File: src/rtl/dm_trace_request_issuer.sv
// Walks stored trace entries in index order, issues one cache request per entry
// through a small tracker table and retires entries on cache completion.
module dm_trace_request_issuer #(
  parameter int unsigned TRACE_ENTRIES    = 65536,
  parameter int unsigned INSTR_DATA_WIDTH = 32,
  parameter int unsigned DATA_ADDR_WIDTH  = 32,
  parameter int unsigned TRACKER_SLOTS    = 4,
  localparam int unsigned IDX_W  = $clog2(TRACE_ENTRIES),
  localparam int unsigned SLOT_W = $clog2(TRACKER_SLOTS)
) (
  input  logic                                      clk,
  input  logic                                      rst_n,
  input  logic                                      start,
  input  logic [IDX_W-1:0]                          trace_count,
  output logic                                      repo_rd_en,
  output logic [IDX_W-1:0]                          repo_rd_addr,
  input  logic [INSTR_DATA_WIDTH+DATA_ADDR_WIDTH-1:0] repo_rd_data,
  output logic                                      req_valid,
  output logic [DATA_ADDR_WIDTH-1:0]                req_addr,
  output logic [IDX_W-1:0]                          req_index,
  input  logic                                      req_ready,
  input  logic                                      done_valid,
  input  logic [IDX_W-1:0]                          done_index,
  output logic                                      busy,
  output logic                                      all_retired,
  output logic                                      error
);

  // state     | meaning
  // IDLE      | waiting for start       FETCH | repo read strobe
  // WAIT_DATA | capture into free slot  ISSUE | request held until ready
  // STALL     | tracker full            DRAIN | wait for last retirement
  // DONE      | one-cycle all_retired pulse
  typedef enum logic [2:0] {
    S_IDLE, S_FETCH, S_WAIT_DATA, S_ISSUE, S_STALL, S_DRAIN, S_DONE
  } state_e;

  localparam logic [IDX_W-1:0] LAST_IDX = IDX_W'(TRACE_ENTRIES - 1);

  state_e                       state_q, state_d;
  logic [IDX_W-1:0]             count_q;
  logic [IDX_W-1:0]             index_q;
  logic [IDX_W-1:0]             index_inc;
  logic [TRACKER_SLOTS-1:0]     occ_q;
  logic [TRACKER_SLOTS-1:0]     proc_q;
  logic [DATA_ADDR_WIDTH-1:0]   addr_q [TRACKER_SLOTS];
  logic [IDX_W-1:0]             tidx_q [TRACKER_SLOTS];
  logic [SLOT_W-1:0]            cur_q;
  logic                         error_q;

  logic                         free_found;
  logic [SLOT_W-1:0]            free_slot;
  logic                         done_hit;
  logic [SLOT_W-1:0]            done_slot;
  logic                         unused_instr;

  assign unused_instr = ^repo_rd_data[INSTR_DATA_WIDTH+DATA_ADDR_WIDTH-1:DATA_ADDR_WIDTH];
  assign index_inc    = (index_q == LAST_IDX) ? '0 : index_q + 1'b1;

  // Both searches look at start-of-cycle occupancy, so an allocation and a
  // retirement in the same cycle can never pick the same slot.
  always_comb begin
    free_found = 1'b0;
    free_slot  = '0;
    done_hit   = 1'b0;
    done_slot  = '0;
    for (int i = 0; i < int'(TRACKER_SLOTS); i++) begin
      if (!occ_q[i] && !free_found) begin
        free_found = 1'b1;
        free_slot  = SLOT_W'(i);
      end
      if (occ_q[i] && proc_q[i] && (tidx_q[i] == done_index) && !done_hit) begin
        done_hit  = 1'b1;
        done_slot = SLOT_W'(i);
      end
    end
  end

  always_ff @(posedge clk or negedge rst_n) begin
    if (!rst_n) begin
      state_q <= S_IDLE;
    end else begin
      state_q <= state_d;
    end
  end

  always_comb begin
    state_d = state_q;
    case (state_q)
      S_IDLE:      if (start) state_d = (trace_count == '0) ? S_DONE : S_FETCH;
      S_FETCH:     state_d = S_WAIT_DATA;
      S_WAIT_DATA: state_d = S_ISSUE;
      S_ISSUE: begin
        if (req_ready) begin
          if (index_inc == count_q) state_d = S_DRAIN;
          else if (free_found)      state_d = S_FETCH;
          else                      state_d = S_STALL;
        end
      end
      S_STALL:     if (free_found) state_d = S_FETCH;
      S_DRAIN:     if (occ_q == '0) state_d = S_DONE;
      S_DONE:      state_d = S_IDLE;
      default:     state_d = S_IDLE;
    endcase
  end

  always_comb begin
    repo_rd_en   = 1'b0;
    repo_rd_addr = '0;
    req_valid    = 1'b0;
    req_addr     = '0;
    req_index    = '0;
    all_retired  = 1'b0;
    case (state_q)
      S_FETCH: begin
        repo_rd_en   = 1'b1;
        repo_rd_addr = index_q;
      end
      S_ISSUE: begin
        req_valid = 1'b1;
        req_addr  = addr_q[cur_q];
        req_index = tidx_q[cur_q];
      end
      S_DONE:  all_retired = 1'b1;
      default: ;
    endcase
  end

  assign busy  = (state_q != S_IDLE);
  assign error = error_q;

  always_ff @(posedge clk or negedge rst_n) begin
    if (!rst_n) begin
      count_q <= '0;
      index_q <= '0;
      occ_q   <= '0;
      proc_q  <= '0;
      cur_q   <= '0;
      error_q <= 1'b0;
      for (int i = 0; i < int'(TRACKER_SLOTS); i++) begin
        addr_q[i] <= '0;
        tidx_q[i] <= '0;
      end
    end else begin
      if (state_q == S_IDLE && start) begin
        count_q <= trace_count;
        index_q <= '0;
      end
      if (state_q == S_WAIT_DATA) begin
        occ_q[free_slot]  <= 1'b1;
        proc_q[free_slot] <= 1'b0;
        addr_q[free_slot] <= repo_rd_data[DATA_ADDR_WIDTH-1:0];
        tidx_q[free_slot] <= index_q;
        cur_q             <= free_slot;
      end
      if (state_q == S_ISSUE && req_ready) begin
        proc_q[cur_q] <= 1'b1;
        index_q       <= index_inc;
      end
      if (done_valid && state_q != S_IDLE) begin
        if (done_hit) begin
          occ_q[done_slot]  <= 1'b0;
          proc_q[done_slot] <= 1'b0;
        end else begin
          error_q <= 1'b1;
        end
      end
    end
  end

endmodule

File: config.mk
export PLATFORM = sky130hd
export DESIGN_NAME = dm_trace_request_issuer
export DESIGN_NICKNAME = d
export VERILOG_FILES = /design/src/rtl/dm_trace_request_issuer.sv
export SDC_FILE = /design/constraint.sdc
export NUM_CORES = 1
export LEC_CHECK = 0
export CORE_UTILIZATION = 51
export CTS_BUF_LIST = sky130_fd_sc_hd__clkbuf_16
export CTS_CLUSTER_SIZE = 10
export DETAILED_ROUTE_END_ITERATION = 12
export GPL_TIMING_DRIVEN = 0
export PLACE_DENSITY_LB_ADDON = 0.2
export RECOVER_POWER = 50
export SLEW_MARGIN = 25
export SYNTH_ARGS = -nofsm -noshare
export SYNTH_HDL_FRONTEND = slang
export SYNTH_SLANG_ARGS = --single-unit
File: constraint.sdc
create_clock -name clk -period 3 [get_ports clk]
set_clock_uncertainty 0.05 [all_clocks]
set_input_delay 0.45 -clock clk [delete_from_list [all_inputs] [get_ports clk]]
set_output_delay 0.45 -clock clk [all_outputs]
set_load 0.02 [all_outputs]
==> results of run 1 <==
-- routing by layer --
layer	track usage	routed length (um)	part of all wire	vias to the layer above
li1	-	-	-	3860
met1	0.358	13500	0.44	4437
met2	0.418	14600	0.48	209
met3	0.0388	1540	0.051	51
met4	0.0781	802	0.026	0
met5	0	0	0	-
-- worst max path at each step --
stage | depth (start not counted) | end
global route | 8 | state_q[0]$_DFFE_PN0P_
global placement | 1 | addr_q[87]$_DFFE_PN0P_
finish | 5 | req_index[13]
detailed placement | 5 | req_index[13]
CTS | 6 | tidx_q[41]$_DFFE_PN0P_
floorplan | 7 | state_q[0]$_DFFE_PN0P_
-- power groups by stage --
stage / Clock [uW] / Sequential, uW / Combinational, uW
4_1_cts: 2960 / 3920 / 2610
2_1_floorplan: 0 / 3860 / 1750
3_3_place_gp: 0 / 3950 / 2520
3_5_place_dp: 0 / 3960 / 2570
5_1_grt: 3070 / 3980 / 2820
6_report: 2900 / 3920 / 2590
-- kinds of logic after synthesis --
family          after synthesis  synth area share
buf+inv                      92            0.0292
fa+ha+maj                     1           0.00102
flops                       238             0.484
mux                         255             0.277
compound gates               90            0.0480
xor+xnor                     79            0.0563
simple gates                226             0.104
-- area by class of cell --
cell class | count | share of cell area
multi-input combinational | 651 | 0.403
sequential | 238 | 0.400
timing repair buffer | 133 | 0.0919
clock buffer | 28 | 0.0470
tap | 319 | 0.0268
buffer | 79 | 0.0258
clock inverter | 11 | 0.00361
inverter | 10 | 0.00252
-- flip-flops by register name, summed over array words and instances, names as in the netlist --
| signal | cells |
|---|---|
| addr_q | 128 |
| tidx_q | 64 |
| count_q | 16 |
| index_q | 16 |
| occ_q | 4 |
| proc_q | 4 |
| state_q | 3 |
| cur_q | 2 |
| error | 1 |
-- worst register-to-register path, cell delays in order (launching register included) --
cell       delay (ps)
dfrtp_2           450
ha_2              300
and3_1            170
clkbuf_1          300
nand4_1           280
a211oi_1          280
a311oi_1           90
a2111oi_2         460
a311oi_1          160
nor3_1            230
-- placed cells by master, fill, tap and decap left out, drive strengths merged, types with 2 or more instances in the layout --
cell type and instances:
a22oi 2, xor2 22, or4 2, clkdlybuf4s50 79
or3 3, nor3b 5, mux4 48, o31ai 11
and2 21, and3 5, dlymetal6s2s 21, nor2 31
clkbuf 96, a21o 2, buf 19, dlygate4sd2 22
nor3 10, dfrtp 238, nand3b 3, inv 18
and4 5, nand4 20, a31oi 2, clkinv 3
o21ai 30, dlygate4sd3 3, o22ai 2, a21oi 17
nand3 14, o211ai 3, nand2b 4, o2bb2ai 2
xnor2 57, o221ai 2, a311oi 3, nor4 12
mux2 207, nand2 33, a211oi 3, nor2b 54
-- per-stage QoR --
step            util  total power [uW]  std cells  hold WS [ps]
2_1_floorplan      -              5610        981           104
3_3_place_gp   0.593              6470       1425           394
3_5_place_dp   0.595              6540       1427           397
4_1_cts        0.632              9480       1469           410
5_1_grt        0.634              9870       1469           432
6_report       0.634              9410       1469           403
-- what timing repair did --
item / in CTS / in global routing
resized for setup: 74 / 30
hold buffers: 1 / 0
pin swaps: 2 / 0
endpoints found under the hold margin: 70 / 0
setup endpoints to repair: 86 / 101
setup buffers: 5 / 0
==> impl_metrics.json, run 1 <==
{
  "syn-cell-area_um2": 12300,
  "fillers": 1872,
  "start_util": 0.522,
  "start_kind": "flop",
  "die_h_um": 157,
  "cp-end-kind": "output port",
  "vdd_drop_max_mv": 0.422,
  "period_minus_slack_ps": 2930,
  "yosysTopAreaCell": "dfrtp_1",
  "gr-total-overflow": 0,
  "clock_path_buffers": 3,
  "drt-total-wl_um": 30400,
  "yosys_warnings": 0,
  "hold_end": "error$_DFFE_PN0P_",
  "leakage_uw": 0.00676,
  "cts_tree": "built",
  "path_clk_slew_ps": 50,
  "synth_edf_count": 0,
  "power_density_nw_per_um2": 631,
  "multi_input_area_um2": 6010,
  "min_path_cells": 1,
  "p_seq_frac": 0.417,
  "cp_max_fo": 10,
  "fin_tns_setup_ps": 0,
  "drc": 0,
  "antennaDiodeCount": 0,
  "hold_class": "flop to flop",
  "io_pins": 170,
  "grt_max_degree": 92,
  "htreeDepth": 1,
  "dp.final_hpwl_um": 21300,
  "synth_cells": 981,
  "drt-pass1-iter-count": 5,
  "critPathLaunch": "cur_q[0]$_DFFE_PN0N_",
  "antenna_found_initial": 0,
  "critical_path.cell_chain": "buf_12, buf_8, mux4_2, nor2b_1, clkdlybuf4s50_1",
  "slowest_stage": "mux4_2",
  "io_buffers": 125,
  "fmax_mhz": 341,
  "p_clk_frac": 0.308,
  "vias": 8557,
  "synth-seq-cells": 238,
  "setup_slack_ps": 70.5,
  "hold_start": "error$_DFFE_PN0P_",
  "insertion_delay_ps": 550,
  "yosys-top-cells-count": "dfrtp_1 (238), mux2_2 (149), clkbuf_1 (69), mux2_1 (58), xnor2_1 (57)",
  "relSlewSlack": -0.218,
  "synth.avg_cell_area_um2": 12.5,
  "p_int_uw": 6580,
  "rows": 56,
  "synthFlopType": "dfrtp_1",
  "nNetsFinal": 1243,
  "status": "complete, but fails checks",
  "drv_slew": 72,
  "grt_pass1_wl_um": 48500,
  "synth-async-reset-ratio": 1.00,
  "tightest_slew_ps": 1830,
  "rrSetupSlack_ps": 140,
  "area.sequential_um2": 5960,
  "synth-seq-area-share": 0.484,
  "drive_gt1_frac": 0.237,
  "drv_cap": 1,
  "hold_violations": 0,
  "die_width_um": 157,
  "fin_crit_sh": 0.977,
  "violations": "max-capacitance violations, max-slew violations",
  "finalSetupViolCount": 0,
  "antenna_left": 0,
  "cpPeakStageDelay_ps": 530,
  "worst_path_dominant_cell_family": "buffers and inverters",
  "r2r_cells": 9,
  "cp.required_ps": 2500,
  "grt.total_usage": 0.257,
  "synth_top_area_frac": 0.484,
  "gp_congestion": 0.858,
  "yosysUniqueCellTypes": 58,
  "netSwitchingPower_uw": 2830,
  "routedWlPerCell_um": 20.7,
  "core_area_um2": 23500,
  "p_comb_frac": 0.275,
  "fin_area_um2": 14900,
  "die_area_um2": 24700,
  "clock_sinks": 238,
  "numCtsBuffers": 28,
  "cp.buffers_inverters": 3,
  "grt_pass1_vias": 8732,
  "critPathArrivalTime_ps": 2430,
  "r2r_start": "index_q[1]$_DFFE_PN0P_",
  "synth_fp_nets": 1083,
  "post_dp_cell_area_um2": 14000,
  "synth_area_leaders": "dfrtp_1 (48%), mux2_2 (14%), mux4_2 (8.8%)",
  "viasPerCell": 5.83,
  "swShare": 0.301,
  "area_growth_pct": 21.2,
  "rsz0062_at_grt": "true",
  "rr_endpoint": "state_q[0]$_DFFE_PN0P_",
  "drt_iter0_drc": 514,
  "synth.most_common_cell": "dfrtp_1",
  "ctsRootBufferMaster": "clkbuf_16",
  "pre_cts_slack_ps": -416,
  "critPathKind": "flop to output port"
}
Note: power is estimated with default switching activity, not from simulation.
==> inputs of run 2 (changes only) <==
Settings changed: SLEW_MARGIN 25 to default.
==> impl_metrics.json, run 2 (same netlist as run 1, synthesis figures left out) <==
{
  "viasPerCell": 5.85,
  "grt_max_degree": 123,
  "rows": 56,
  "period_minus_slack_ps": 2960,
  "dp.final_hpwl_um": 21100,
  "hold_violations": 0,
  "fin_tns_setup_ps": 0,
  "io_pins": 170,
  "critPathArrivalTime_ps": 2460,
  "r2r_start": "index_q[0]$_DFFE_PN0P_",
  "cp.required_ps": 2500,
  "critPathKind": "flop to output port",
  "cts_tree": "built",
  "post_dp_cell_area_um2": 14000,
  "finalSetupViolCount": 0,
  "grt_pass1_vias": 8701,
  "ctsRootBufferMaster": "clkbuf_16",
  "drive_gt1_frac": 0.236,
  "min_path_cells": 1,
  "power_uw": 9420,
  "path_clk_slew_ps": 60,
  "drt_iter0_drc": 512,
  "drv_cap": 1,
  "clock_sinks": 238,
  "numCtsBuffers": 28,
  "violations": "max-capacitance violations, max-slew violations",
  "fin_crit_sh": 0.987,
  "die_width_um": 157,
  "r2r_cells": 8,
  "core_area_um2": 23500,
  "rsz0062_at_grt": "true",
  "nNetsFinal": 1242,
  "fin_area_um2": 14800,
  "drt-total-wl_um": 30500,
  "cpPeakStageDelay_ps": 400,
  "area_growth_pct": 20.6,
  "hold_end": "error$_DFFE_PN0P_",
  "worst_path_dominant_cell_family": "buffers and inverters",
  "die_area_um2": 24700,
  "grt.total_usage": 0.259,
  "reg.largest.list": "addr_q: 128 flops, tidx_q: 64 flops",
  "cp_max_fo": 10,
  "drc": 0,
  "critical_path.cell_chain": "clkbuf_4, nand3b_1, clkbuf_1, clkbuf_2, nor2b_1, dlygate4sd2_1",
  "utilization": 0.630,
  "vias": 8583,
  "top_register": "addr_q",
  "rr_endpoint": "state_q[0]$_DFFE_PN0P_",
  "instances_no_fill": 1468,
  "layout_commonest_cell": "dfrtp_1",
  "drv_slew": 117,
  "routedWlPerCell_um": 20.8,
  "antennaDiodeCount": 0,
  "tightest_slew_ps": 1640,
  "grt_pass1_wl_um": 48700,
  "power_density_nw_per_um2": 635,
  "antenna_found_initial": 0,
  "drt-pass1-iter-count": 5,
  "clock_path_buffers": 3,
  "fmax_mhz": 338,
  "slowest_stage": "dfrtp_1",
  "relSlewSlack": -0.0930,
  "gp_congestion": 0.858,
  "leakage_uw": 0.00658,
  "rrSetupSlack_ps": 80,
  "die_h_um": 157,
  "io_buffers": 125,
  "status": "complete, but fails checks",
  "insertion_delay_ps": 540,
  "layout_common_cells": "dfrtp_1 (235), mux2_2 (149), clkdlybuf4s50_1 (76)",
  "antenna_left": 0,
  "vdd_drop_max_mv": 0.526,
  "cp.buffers_inverters": 4,
  "start_util": 0.522,
  "cp-end-kind": "output port",
  "start_kind": "flop",
  "hold_start": "error$_DFFE_PN0P_",
  "htreeDepth": 1,
  "dp_cells": 1426,
  "gr-total-overflow": 0,
  "hold_class": "flop to flop",
  "largest_reg_flops": 128
}
## run 2: how the worst max path moves through the flow
stage / start / end / slack [ps] / cells after the start
final: state_q[1]$_DFFE_PN0P_ / req_index[11] / 40 / 6
after CTS: cur_q[0]$_DFFE_PN0N_ / req_addr[11] / -0.7 / 4
after global placement: rst_n / addr_q[87]$_DFFE_PN0P_ / -8860 / 1
after global routing: index_q[0]$_DFFE_PN0P_ / state_q[0]$_DFFE_PN0P_ / -80 / 8
after floorplan: index_q[1]$_DFFE_PN0P_ / state_q[0]$_DFFE_PN0P_ / 480 / 7
after detailed placement: cur_q[0]$_DFFE_PN0N_ / req_index[1] / -440 / 5
## run 2: metal layers
metal | global-route usage | up-vias | share of wire
met2 | 0.416 | 219 | 0.47
met1 | 0.366 | 4471 | 0.45
met5 | 0 | - | 0
met4 | 0.0730 | 0 | 0.025
met3 | 0.0413 | 44 | 0.051
li1 | - | 3849 | -
## run 2: final cells by class
type	count	area [um^2]
Buffer	79	372
Clock inverter	11	53.8
Clock buffer	28	701
Timing Repair Buffer	132	1290
Fill cell	1909	8710
Inverter	10	37.5
Tap cell	319	399
Multi-Input combinational cell	651	6010
Sequential cell	238	5960
## run 2: per-stage QoR
step	setup slack [ps]	hold slack, ps
2_1_floorplan	484	104
3_3_place_gp	-8860	394
3_5_place_dp	-440	395
4_1_cts	-0.661	407
5_1_grt	-76.2	424
6_report	40.1	400
## run 2: repair_timing
action                                  in CTS  in global routing
buffers inserted                             5                  0
hold buffers                                 1                  0
pin swaps                                    1                  0
endpoints found under the setup margin      97                 66
gates resized for setup                     89                 15
endpoints found under the hold margin       36                  0
## run 2: power by group
group          switching (uW)  internal [uW]
clock network            1260           1650
registers                 308           3620
logic                    1290           1290
==> inputs of run 3 (changes only) <==
Settings changed: CORE_UTILIZATION 51 to 56.
==> impl_metrics.json, run 3 (same netlist as run 1, synthesis figures left out) <==
{
  "clock_path_buffers": 3,
  "drt-total-wl_um": 30600,
  "die_area_um2": 22600,
  "gr-total-overflow": 0,
  "die_width_um": 150,
  "area.sequential_um2": 5960,
  "critPathArrivalTime_ps": 2370,
  "io_buffers": 125,
  "layout_common_cells": "dfrtp_1 (235), mux2_2 (149), clkdlybuf4s50_1 (66)",
  "period_minus_slack_ps": 2870,
  "largest_reg_flops": 128,
  "core_area_um2": 21300,
  "cp_max_fo": 10,
  "antenna_found_initial": 1,
  "start_kind": "flop",
  "reg.largest.list": "addr_q: 128 flops, tidx_q: 64 flops",
  "drv_slew": 38,
  "fmax_mhz": 348,
  "vias": 8585,
  "leakage_uw": 0.00668,
  "routedWlPerCell_um": 21.5,
  "rsz0062_at_grt": "false",
  "grt_pass1_vias": 8798,
  "post_dp_cell_area_um2": 14000,
  "gp_congestion": 0.901,
  "drt_iter0_drc": 589,
  "ctsRootBufferMaster": "clkbuf_16",
  "die_h_um": 150,
  "hold_violations": 0,
  "grt.total_usage": 0.287,
  "relSlewSlack": -0.267,
  "clock_sinks": 238,
  "insertion_delay_ps": 540,
  "finalSetupViolCount": 0,
  "grt_max_degree": 104,
  "area_growth_pct": 20.4,
  "tightest_slew_ps": 1900,
  "nNetsFinal": 1242,
  "rows": 53,
  "start_util": 0.578,
  "multi_input_area_um2": 6030,
  "critPathKind": "flop to output port",
  "power_density_nw_per_um2": 636,
  "htreeDepth": 1,
  "drv_cap": 1,
  "drive_gt1_frac": 0.240,
  "hold_class": "flop to flop",
  "met3_usage": 0.0500,
  "io_pins": 170,
  "fin_area_um2": 14800,
  "grt_util_met2": 0.442,
  "grt_pass1_wl_um": 49400,
  "antenna_left": 0,
  "violations": "max-capacitance violations, max-slew violations",
  "fillers": 1580,
  "cp-end-kind": "output port",
  "layout_commonest_cell": "dfrtp_1",
  "status": "complete, but fails checks",
  "grt-busiest-layer": "met2",
  "numCtsBuffers": 28,
  "top_register": "addr_q",
  "drt-pass1-iter-count": 5,
  "cts_tree": "built",
  "drc": 0,
  "cp.required_ps": 2500,
  "use_met1": 0.419,
  "power_uw": 9410,
  "fin_crit_sh": 0.957,
  "path_clk_slew_ps": 60,
  "viasPerCell": 6.03,
  "dp.final_hpwl_um": 21300,
  "vdd_drop_max_mv": 0.422
}
run 3: cell count changes in the layout (fill, tap and decap cells not counted), sizes merged:
cell and change:
clkdlybuf4s50 -10, buf +3, clkbuf -3, clkdlybuf4s15 +3, dlygate4sd2 +3, dlymetal6s2s +3, inv -3, clkinv +1
diode +1, dlymetal6s4s +1
run 3: layout make-up:
| type | count | share of cell area |
|---|---|---|
| multi-input cells | 651 | 0.407 |
| inverters | 10 | 0.00254 |
| clock inverters | 9 | 0.00321 |
| well taps | 275 | 0.0232 |
| plain buffers | 78 | 0.0248 |
| flip-flops and latches | 238 | 0.402 |
| diodes | 1 | 0.000169 |
| repair buffers | 133 | 0.0892 |
| clock buffers | 28 | 0.0473 |
run 3: final timing paths:
check	startpoint	to	slack (ps)	depth (start not counted)
max	state_q[1]$_DFFE_PN0P_	req_index[6]	130	7
min	error$_DFFE_PN0P_	error$_DFFE_PN0P_	430	1
max reg2reg	index_q[1]$_DFFE_PN0P_	state_q[0]$_DFFE_PN0P_	160	8
min reg2reg	error$_DFFE_PN0P_	error$_DFFE_PN0P_	430	1
max in group asynchronous	rst_n	addr_q[38]$_DFFE_PN0P_	540	3
min in group asynchronous	rst_n	addr_q[125]$_DFFE_PN0P_	1030	2
run 3: stage by stage:
| stage | hold slack (ps) | std cells | TNS (ps) | setup slack [ps] | util |
|---|---|---|---|---|---|
| 2_1_floorplan | 104 | 981 | 0 | 484 | - |
| 3_3_place_gp | 418 | 1381 | -2092500 | -8730 | 0.653 |
| 3_5_place_dp | 308 | 1383 | -22180 | -449 | 0.656 |
| 4_1_cts | 348 | 1421 | -1040 | -125 | 0.693 |
| 5_1_grt | 425 | 1422 | 0 | 2.74 | 0.695 |
| 6_report | 427 | 1423 | 0 | 129 | 0.696 |
run 3: routing by layer:
metal / up-vias / wire length (um) / share of wire
met1: 4405 / 13600 / 0.45
met4: 0 / 754 / 0.025
met3: 52 / 1960 / 0.064
li1: 3848 / - / -
met2: 280 / 14200 / 0.47
met5: - / 0 / 0
run 3: worst max-delay path: stages (launching register included):
cell and delay [ps]:
dfrtp_1 370, buf_2 240, nand3b_1 120, buf_4 170, buf_4 150, clkbuf_2 220, nor2b_2 210, dlygate4sd2_1 350
run 3: power breakdown:
group / internal [uW] / switching (uW) / leakage [uW]
registers: 3620 / 299 / 0.00310
logic: 1310 / 1290 / 0.00319
clock network: 1650 / 1240 / 0.000386
run 3: what timing repair did:
action                                 4_1_cts  5_1_grt
buffers inserted                             3        2
endpoints found under the hold margin       37        0
pin swaps                                    2        1
hold buffers                                 1        0
setup endpoints to repair                  149       29
resized for setup                           94       31
